$ cat config.mk
export PLATFORM = sky130hd
export DESIGN_NAME = sme_issue_ctrl_flat
export DESIGN_NICKNAME = d
export VERILOG_FILES = /design/src/rtl/sme_issue_ctrl_pkg.sv /design/src/rtl/sme_issue_ctrl_if.sv /design/src/rtl/sme_issue_ctrl_perf.sv /design/src/rtl/sme_issue_ctrl.sv /design/src/flat_wrapper.sv
export SDC_FILE = /design/constraint.sdc
export NUM_CORES = 1
export LEC_CHECK = 0
export CAP_MARGIN = 20
export CORE_AREA = 5 5 70 97
export DETAILED_ROUTE_END_ITERATION = 7
export DIE_AREA = 0 0 75 102
export PLACE_DENSITY = 0.61
export SYNTH_ARGS = -nofsm -noshare
export SYNTH_HDL_FRONTEND = slang
export SYNTH_SLANG_ARGS = --single-unit
$ cat constraint.sdc
create_clock -name g_clk -period 2 [get_ports g_clk]
set_input_delay 0.3 -clock g_clk [delete_from_list [all_inputs] [get_ports g_clk]]
set_output_delay 0.3 -clock g_clk [all_outputs]
set_load 0.01 [all_outputs]
$ cat src/rtl/sme_issue_ctrl_pkg.sv
// ============================================================================
// sme_issue_ctrl_pkg : shared types for the SME issue controller
// Rev 1.0
// ============================================================================
`default_nettype none

package sme_issue_ctrl_pkg;

  typedef struct packed {
    logic [3:0] opc;
    logic [1:0] sel;
  } sme_alu_t;

  typedef struct packed {
    logic [2:0] fn;
    logic [1:0] mode;
  } sme_cry_t;

  typedef enum logic [1:0] {
    IDLE     = 2'd0,
    ALU_BUSY = 2'd1,
    CRY_BUSY = 2'd2
  } sme_issue_state_t;

endpackage

`default_nettype wire

$ cat src/rtl/sme_issue_ctrl_if.sv
// ============================================================================
// sme_issue_ctrl_if : upstream, unit, regfile and arbitration signals
// Rev 1.0
// ============================================================================
`default_nettype none

interface sme_issue_ctrl_if
  import sme_issue_ctrl_pkg::*;
#(
  parameter int unsigned CW = 16
);
  logic          g_clk_req;
  logic          flush;
  logic          s_valid;
  logic          s_ready;
  logic          s_is_cry;
  sme_alu_t      s_alu_op;
  sme_cry_t      s_cry_op;
  logic [3:0]    s_rd_addr;
  logic          alu_valid;
  logic          alu_ready;
  sme_alu_t      alu_op;
  logic          cry_valid;
  logic          cry_ready;
  sme_cry_t      cry_op;
  logic          rf_wen;
  logic [3:0]    rf_waddr;
  logic          bank_req;
  logic          bank_gnt;
  logic          csr_req;
  logic          csr_gnt;
  logic          wdog_err;
  logic [CW-1:0] perf_ops;
  logic [CW-1:0] perf_stall;

  modport slave (
    input  flush, s_valid, s_is_cry, s_alu_op, s_cry_op, s_rd_addr,
           alu_ready, cry_ready, bank_req, csr_req,
    output g_clk_req, s_ready, alu_valid, alu_op, cry_valid, cry_op,
           rf_wen, rf_waddr, bank_gnt, csr_gnt, wdog_err, perf_ops, perf_stall
  );

  modport master (
    output flush, s_valid, s_is_cry, s_alu_op, s_cry_op, s_rd_addr,
           alu_ready, cry_ready, bank_req, csr_req,
    input  g_clk_req, s_ready, alu_valid, alu_op, cry_valid, cry_op,
           rf_wen, rf_waddr, bank_gnt, csr_gnt, wdog_err, perf_ops, perf_stall
  );

endinterface

`default_nettype wire

$ cat src/rtl/sme_issue_ctrl_perf.sv
// ============================================================================
// sme_issue_perf : saturating completed-op and stall-cycle counters
// Rev 1.0
// ============================================================================
`default_nettype none

module sme_issue_perf #(
  parameter int unsigned CW = 16
) (
  input  wire logic          g_clk,
  input  wire logic          g_reset,
  input  wire logic          ops_inc,
  input  wire logic          stall_inc,
  output logic [CW-1:0]      perf_ops,
  output logic [CW-1:0]      perf_stall
);

  logic [CW-1:0] ops_q, ops_d;
  logic [CW-1:0] stall_q, stall_d;

  always_comb begin
    ops_d   = ops_q;
    stall_d = stall_q;
    if (ops_inc && (ops_q != {CW{1'b1}}))
      ops_d = ops_q + CW'(1);
    if (stall_inc && (stall_q != {CW{1'b1}}))
      stall_d = stall_q + CW'(1);
  end

  always_ff @(posedge g_clk) begin
    if (g_reset) begin
      ops_q   <= '0;
      stall_q <= '0;
    end else begin
      ops_q   <= ops_d;
      stall_q <= stall_d;
    end
  end

  assign perf_ops   = ops_q;
  assign perf_stall = stall_q;

endmodule

`default_nettype wire

$ cat src/rtl/sme_issue_ctrl.sv
// ============================================================================
// sme_issue_ctrl : single-op SME issue controller with regfile/SMECTL arbitration
// Optional build macro: SME_ISSUE_PERF_EN (perf counters).   Rev 1.0
// ============================================================================
`default_nettype none

module sme_issue_ctrl
  import sme_issue_ctrl_pkg::*;
#(
  parameter int unsigned MAX_LAT = 64,
  parameter int unsigned CW      = 16
) (
  input  wire logic        g_clk,
  input  wire logic        g_reset,
  sme_issue_ctrl_if.slave  bus
);

  localparam int unsigned     c_wd_w    = $clog2(MAX_LAT + 1);
  localparam logic [c_wd_w-1:0] c_wd_last = c_wd_w'(MAX_LAT - 1);
  localparam logic [c_wd_w-1:0] c_wd_max  = c_wd_w'(MAX_LAT);

  sme_issue_state_t    state_q, state_d;
  sme_alu_t            alu_op_q, alu_op_d;
  sme_cry_t            cry_op_q, cry_op_d;
  logic [3:0]          rd_q, rd_d;
  logic [c_wd_w-1:0]   wdog_q, wdog_d;

  logic busy, completing, ready_ok, accept, wdog_hit;

  // Shared decode used by both next-state and output processes
  always_comb begin
    busy       = (state_q != IDLE);
    completing = ((state_q == ALU_BUSY) && bus.alu_ready) ||
                 ((state_q == CRY_BUSY) && bus.cry_ready);
    ready_ok   = !g_reset && !bus.flush && !bus.bank_req && !bus.csr_req &&
                 (!busy || completing);
    accept     = bus.s_valid && ready_ok;
    wdog_hit   = !g_reset && !bus.flush && busy && !completing && (wdog_q == c_wd_last);
  end

  always_ff @(posedge g_clk) begin
    if (g_reset) begin
      state_q  <= IDLE;
      alu_op_q <= '0;
      cry_op_q <= '0;
      rd_q     <= '0;
      wdog_q   <= '0;
    end else begin
      state_q  <= state_d;
      alu_op_q <= alu_op_d;
      cry_op_q <= cry_op_d;
      rd_q     <= rd_d;
      wdog_q   <= wdog_d;
    end
  end

  always_comb begin
    state_d = state_q;
    if (bus.flush)
      state_d = IDLE;
    else if (accept)
      state_d = bus.s_is_cry ? CRY_BUSY : ALU_BUSY;
    else if (completing || wdog_hit)
      state_d = IDLE;
  end

  // Op capture and watchdog; the counter saturates so an abort never re-arms by wrapping
  always_comb begin
    alu_op_d = alu_op_q;
    cry_op_d = cry_op_q;
    rd_d     = rd_q;
    wdog_d   = wdog_q;
    if (accept) begin
      rd_d   = bus.s_rd_addr;
      wdog_d = '0;
      if (bus.s_is_cry)
        cry_op_d = bus.s_cry_op;
      else
        alu_op_d = bus.s_alu_op;
    end else if (busy && !completing && (wdog_q != c_wd_max)) begin
      wdog_d = wdog_q + c_wd_w'(1);
    end
  end

  always_comb begin
    bus.s_ready   = ready_ok;
    bus.alu_valid = !g_reset && (state_q == ALU_BUSY);
    bus.cry_valid = !g_reset && (state_q == CRY_BUSY);
    bus.alu_op    = alu_op_q;
    bus.cry_op    = cry_op_q;
    bus.rf_wen    = !g_reset && !bus.flush && completing;
    bus.rf_waddr  = rd_q;
    bus.csr_gnt   = !g_reset && !busy && bus.csr_req;
    bus.bank_gnt  = !g_reset && !busy && bus.bank_req && !bus.csr_req;
    bus.wdog_err  = wdog_hit;
    bus.g_clk_req = !g_reset && (busy || bus.s_valid || bus.bank_req || bus.csr_req);
  end

`ifdef SME_ISSUE_PERF_EN
  sme_issue_perf #(.CW(CW)) u_perf (
    .g_clk      (g_clk),
    .g_reset    (g_reset),
    .ops_inc    (bus.rf_wen),
    .stall_inc  (bus.s_valid && !ready_ok),
    .perf_ops   (bus.perf_ops),
    .perf_stall (bus.perf_stall)
  );
`else
  assign bus.perf_ops   = {CW{1'b0}};
  assign bus.perf_stall = {CW{1'b0}};
`endif

endmodule

`default_nettype wire

$ cat src/flat_wrapper.sv
// flat-port wrapper written by rule: the top's interface ports become plain ports
module sme_issue_ctrl_flat import sme_issue_ctrl_pkg::*;
#(
  parameter int unsigned MAX_LAT = 64,
  parameter int unsigned CW      = 16
)
  (g_clk, g_reset, bus_flush, bus_s_valid, bus_s_is_cry, bus_s_alu_op, bus_s_cry_op, bus_s_rd_addr, bus_alu_ready, bus_cry_ready, bus_bank_req, bus_csr_req, bus_g_clk_req, bus_s_ready, bus_alu_valid, bus_alu_op, bus_cry_valid, bus_cry_op, bus_rf_wen, bus_rf_waddr, bus_bank_gnt, bus_csr_gnt, bus_wdog_err, bus_perf_ops, bus_perf_stall);
  sme_issue_ctrl_if #(.CW(CW)) bus_i ();
  input  wire logic g_clk;
  input  wire logic g_reset;
  input wire logic [$bits(bus_i.flush)-1:0] bus_flush;
  input wire logic [$bits(bus_i.s_valid)-1:0] bus_s_valid;
  input wire logic [$bits(bus_i.s_is_cry)-1:0] bus_s_is_cry;
  input wire logic [$bits(bus_i.s_alu_op)-1:0] bus_s_alu_op;
  input wire logic [$bits(bus_i.s_cry_op)-1:0] bus_s_cry_op;
  input wire logic [$bits(bus_i.s_rd_addr)-1:0] bus_s_rd_addr;
  input wire logic [$bits(bus_i.alu_ready)-1:0] bus_alu_ready;
  input wire logic [$bits(bus_i.cry_ready)-1:0] bus_cry_ready;
  input wire logic [$bits(bus_i.bank_req)-1:0] bus_bank_req;
  input wire logic [$bits(bus_i.csr_req)-1:0] bus_csr_req;
  output wire logic [$bits(bus_i.g_clk_req)-1:0] bus_g_clk_req;
  output wire logic [$bits(bus_i.s_ready)-1:0] bus_s_ready;
  output wire logic [$bits(bus_i.alu_valid)-1:0] bus_alu_valid;
  output wire logic [$bits(bus_i.alu_op)-1:0] bus_alu_op;
  output wire logic [$bits(bus_i.cry_valid)-1:0] bus_cry_valid;
  output wire logic [$bits(bus_i.cry_op)-1:0] bus_cry_op;
  output wire logic [$bits(bus_i.rf_wen)-1:0] bus_rf_wen;
  output wire logic [$bits(bus_i.rf_waddr)-1:0] bus_rf_waddr;
  output wire logic [$bits(bus_i.bank_gnt)-1:0] bus_bank_gnt;
  output wire logic [$bits(bus_i.csr_gnt)-1:0] bus_csr_gnt;
  output wire logic [$bits(bus_i.wdog_err)-1:0] bus_wdog_err;
  output wire logic [$bits(bus_i.perf_ops)-1:0] bus_perf_ops;
  output wire logic [$bits(bus_i.perf_stall)-1:0] bus_perf_stall;
  assign bus_i.flush = bus_flush;
  assign bus_i.s_valid = bus_s_valid;
  assign bus_i.s_is_cry = bus_s_is_cry;
  assign bus_i.s_alu_op = bus_s_alu_op;
  assign bus_i.s_cry_op = bus_s_cry_op;
  assign bus_i.s_rd_addr = bus_s_rd_addr;
  assign bus_i.alu_ready = bus_alu_ready;
  assign bus_i.cry_ready = bus_cry_ready;
  assign bus_i.bank_req = bus_bank_req;
  assign bus_i.csr_req = bus_csr_req;
  assign bus_g_clk_req = bus_i.g_clk_req;
  assign bus_s_ready = bus_i.s_ready;
  assign bus_alu_valid = bus_i.alu_valid;
  assign bus_alu_op = bus_i.alu_op;
  assign bus_cry_valid = bus_i.cry_valid;
  assign bus_cry_op = bus_i.cry_op;
  assign bus_rf_wen = bus_i.rf_wen;
  assign bus_rf_waddr = bus_i.rf_waddr;
  assign bus_bank_gnt = bus_i.bank_gnt;
  assign bus_csr_gnt = bus_i.csr_gnt;
  assign bus_wdog_err = bus_i.wdog_err;
  assign bus_perf_ops = bus_i.perf_ops;
  assign bus_perf_stall = bus_i.perf_stall;
  sme_issue_ctrl #(.MAX_LAT(MAX_LAT), .CW(CW)) u_core (.g_clk(g_clk), .g_reset(g_reset), .bus(bus_i));
endmodule
==> impl_metrics.py <==
metrics = {
    "route": {
        "vias": 1377,
        "wl_per_cell_um": 12.61,
        "drt_iter0_drc": 97,
        "remaining_drc_errors": 0,
        "postRouteAntennaNets": 0,
        "routed_wl_um": 3821,
        "via_per_inst": 4.545,
        "first_pass_iters": 4,
    },
    "synth": {
        "synthesis.area_um2": 1401,
        "synth_seq_area_share": 0.3429,
        "ys_warn_count": 0,
        "syn_area_per_cell_um2": 8.008,
        "synth_cell_type_count": 40,
        "yosys_register_bits": 24,
        "syn_inst": 175,
    },
    "job": {
        "drv_cap": 0,
    },
    "power_and_ir_drop": {
        "power_uw": 920.5,
        "p_leak_nw": 0.7643,
        "power_density_nw_per_um2": 466.2,
        "peakVddDrop_mv": 0.1945,
    },
    "clock_tree": {
        "clk_path_buf_depth": 2,
        "clock_sinks": 24,
        "numCtsBuffers": 3,
        "ctsHoldBuffers": 0,
        "clock_latency_ns": 0.26,
        "ctsRootBufferMaster": "clkbuf_8",
        "htree_levels": 1,
        "cts_tree": "yes",
        "post_cts_buffers": 0,
        "clk_pin_slew_worst_paths_ns": 0.08,
    },
    "worst_setup_path": {
        "worstSetupEndpointType": "primary output",
        "crit_chain": "clkdlybuf4s50_1 > nor4_2 > and2_1 > dlygate4sd2_1",
        "arrival_ns": 1.55,
        "crit_fanout": 3,
        "slowest_stage": "clkdlybuf4s50_1",
        "path_class": "in2out",
        "cpPeakStageDelay_ns": 0.48,
        "worstSetupStartpointType": "primary input",
        "cp.required_ns": 1.70,
    },
    "finish": {
        "fillCellCount": 618,
        "area_growth_syn_to_layout_pct": 40.89,
        "fin_nets": 261,
        "drive_above_1_share": 0.1202,
        "insertedDiodeCount": 0,
        "final_common_cell": "clkdlybuf4s50_1",
        "final_cell_mix": "clkdlybuf4s50_1, conb_1, dfxtp_1, a21oi_1, nand3_1",
        "fin_util": 0.3391,
    },
    "die": {
        "io_pins": 79,
        "die_width_um": 75,
        "core_area_um2": 5822,
        "initial_core_util": 0.2407,
        "die_h_um": 102,
        "num_rows": 33,
        "die_area_um2": 7650,
    },
    "timing": {
        "setup_slack_ns": 0.1469,
        "slew_violations": 0,
        "finalHoldViolations": 0,
        "finalCritPeriodShare": 0.9265,
        "fmax_mhz": 539.6,
        "post-route-min-period_ns": 1.853,
        "rsz0062_at_grt": "false",
        "hold_ws_ns": 0.4605,
        "clock_skew_ns": 0.003766,
        "finalSetupViolCount": 0,
    },
    "placement": {
        "place_ws_ns": -0.1572,
        "routabilityCongestion": 0.7702,
        "dp_hpwl_um": 3019,
        "io_buffers": 46,
    },
    "grt": {
        "antenna_found_initial": 0,
        "grt_pass1_wl_um": 5851,
        "grt_pass1_vias": 1289,
        "grt-ovfl-total": 0,
        "grt_usage": 0.09731,
        "grt_max_degree": 16,
    },
    "status": {
        "status": "finished clean",
    },
    "hold_path": {
        "worst_hold_path_type": "reg2reg",
    },
}
sequential cells by signal, summed over array words and instances, names as in the netlist:
register and flops:
u_core.bus.rf_waddr 4, u_core.wdog_q 7, u_core.bus.cry_op 5, u_core.state_q 2
u_core.bus.alu_op 6
worst max-delay path: cells and delay by family:
| family | cells | cell delay (ns) |
|---|---|---|
| buffers and inverters | 2 | 0.74 |
| AND/OR/NAND/NOR | 2 | 0.51 |
cells by family (layout without fill, tap and decap cells):
kind of cell	Yosys count	after routing	synth area share
AO/OA/AOI/OAI	49	49	0.2018
adder cells (fa/ha/maj)	2	2	0.01785
other	1	32	0.002676
buffers and inverters	46	73	0.2161
AND/OR/NAND/NOR	53	53	0.2188
flip-flops	24	24	0.3429
cells in the mapped netlist:
cell type | n | area [µm²]
inv_2 | 1 | 3.750
nor3_1 | 3 | 15.01
and3b_1 | 1 | 8.760
nor4bb_1 | 1 | 10.01
nor4_1 | 1 | 6.260
a21o_1 | 1 | 7.510
buf_6 | 1 | 11.26
buf_4 | 32 | 240.2
and2_1 | 1 | 6.260
dfxtp_1 | 24 | 480.5
and3_1 | 1 | 6.260
o21ai_1 | 12 | 60.06
nor2b_2 | 1 | 8.760
o21ba_1 | 1 | 10.01
o2111a_1 | 1 | 11.26
a21oi_1 | 22 | 110.1
nand2b_1 | 2 | 12.51
nand3_1 | 18 | 90.09
o31ai_1 | 3 | 22.52
a41oi_1 | 1 | 8.760
inv_1 | 5 | 18.77
and4_1 | 1 | 8.760
nor3b_1 | 1 | 7.510
o21ai_0 | 3 | 15.01
or4_4 | 1 | 11.26
nand4_1 | 2 | 12.51
or4_1 | 2 | 15.01
nand2_1 | 10 | 37.54
conb_1 | 1 | 3.750
nor2_1 | 3 | 11.26
o21a_1 | 1 | 7.510
ha_1 | 2 | 25.02
buf_2 | 2 | 10.01
nor4_2 | 1 | 12.51
nand4b_1 | 1 | 8.760
nor4b_1 | 2 | 17.52
a21oi_2 | 1 | 8.760
o22ai_1 | 2 | 12.51
clkbuf_1 | 5 | 18.77
o2111ai_1 | 1 | 8.760
final cells by class:
class | instances | area (µm²) | area share
Multi-Input combinational cell | 136 | 740.7 | 0.3752
Inverter | 6 | 22.52 | 0.01141
Tap cell | 70 | 87.58 | 0.04436
Clock buffer | 3 | 41.29 | 0.02091
Sequential cell | 24 | 481.7 | 0.2440
Timing Repair Buffer | 64 | 600.6 | 0.3042
stage by stage:
step | instances | cell area [µm²] | TNS, ns
finish | 303 | 1974 | 0
global route | 303 | 1974 | 0
CTS | 303 | 1971 | 0
detailed placement | 300 | 1939 | -0.6658
global placement | 300 | 1939 | -0.7276
floorplan | 206 | 1518 | 0
report_power, final:
| group | internal (mW) | switching, mW |
|---|---|---|
| combinational | 0.0708 | 0.0785 |
| sequential | 0.481 | 0.00288 |
| clock | 0.135 | 0.153 |
timing repair:
item,in CTS,in global routing
pin swaps,1,0
cloned,0,0
setup endpoints to repair,7,1
gates resized for setup,8,2
path summary, 6_finish.rpt:
check | from | cells past startpoint | slack, ns | end
min | u_core.bus.rf_waddr[2]$_SDFFE_PP0P_ | 2 | 0.46 | u_core.bus.rf_waddr[2]$_SDFFE_PP0P_
max | bus_flush | 4 | 0.15 | bus_s_ready
min reg2reg | u_core.bus.rf_waddr[2]$_SDFFE_PP0P_ | 2 | 0.46 | u_core.bus.rf_waddr[2]$_SDFFE_PP0P_
max reg2reg | u_core.state_q[1]$_SDFFE_PP0P_ | 5 | 0.30 | u_core.wdog_q[6]$_SDFFE_PP0P_
routing by layer:
layer / part of all wire / GRT usage / up-vias / wire length [µm]
met5: 0 / 0 / - / 0
met3: 0.098 / 0.02461 / 2 / 373
met1: 0.42 / 0.1253 / 631 / 1615
met4: 0.0073 / 0.02466 / 0 / 28
li1: - / - / 680 / -
met2: 0.47 / 0.1604 / 64 / 1803
Power figures use the tool's default switching activity.
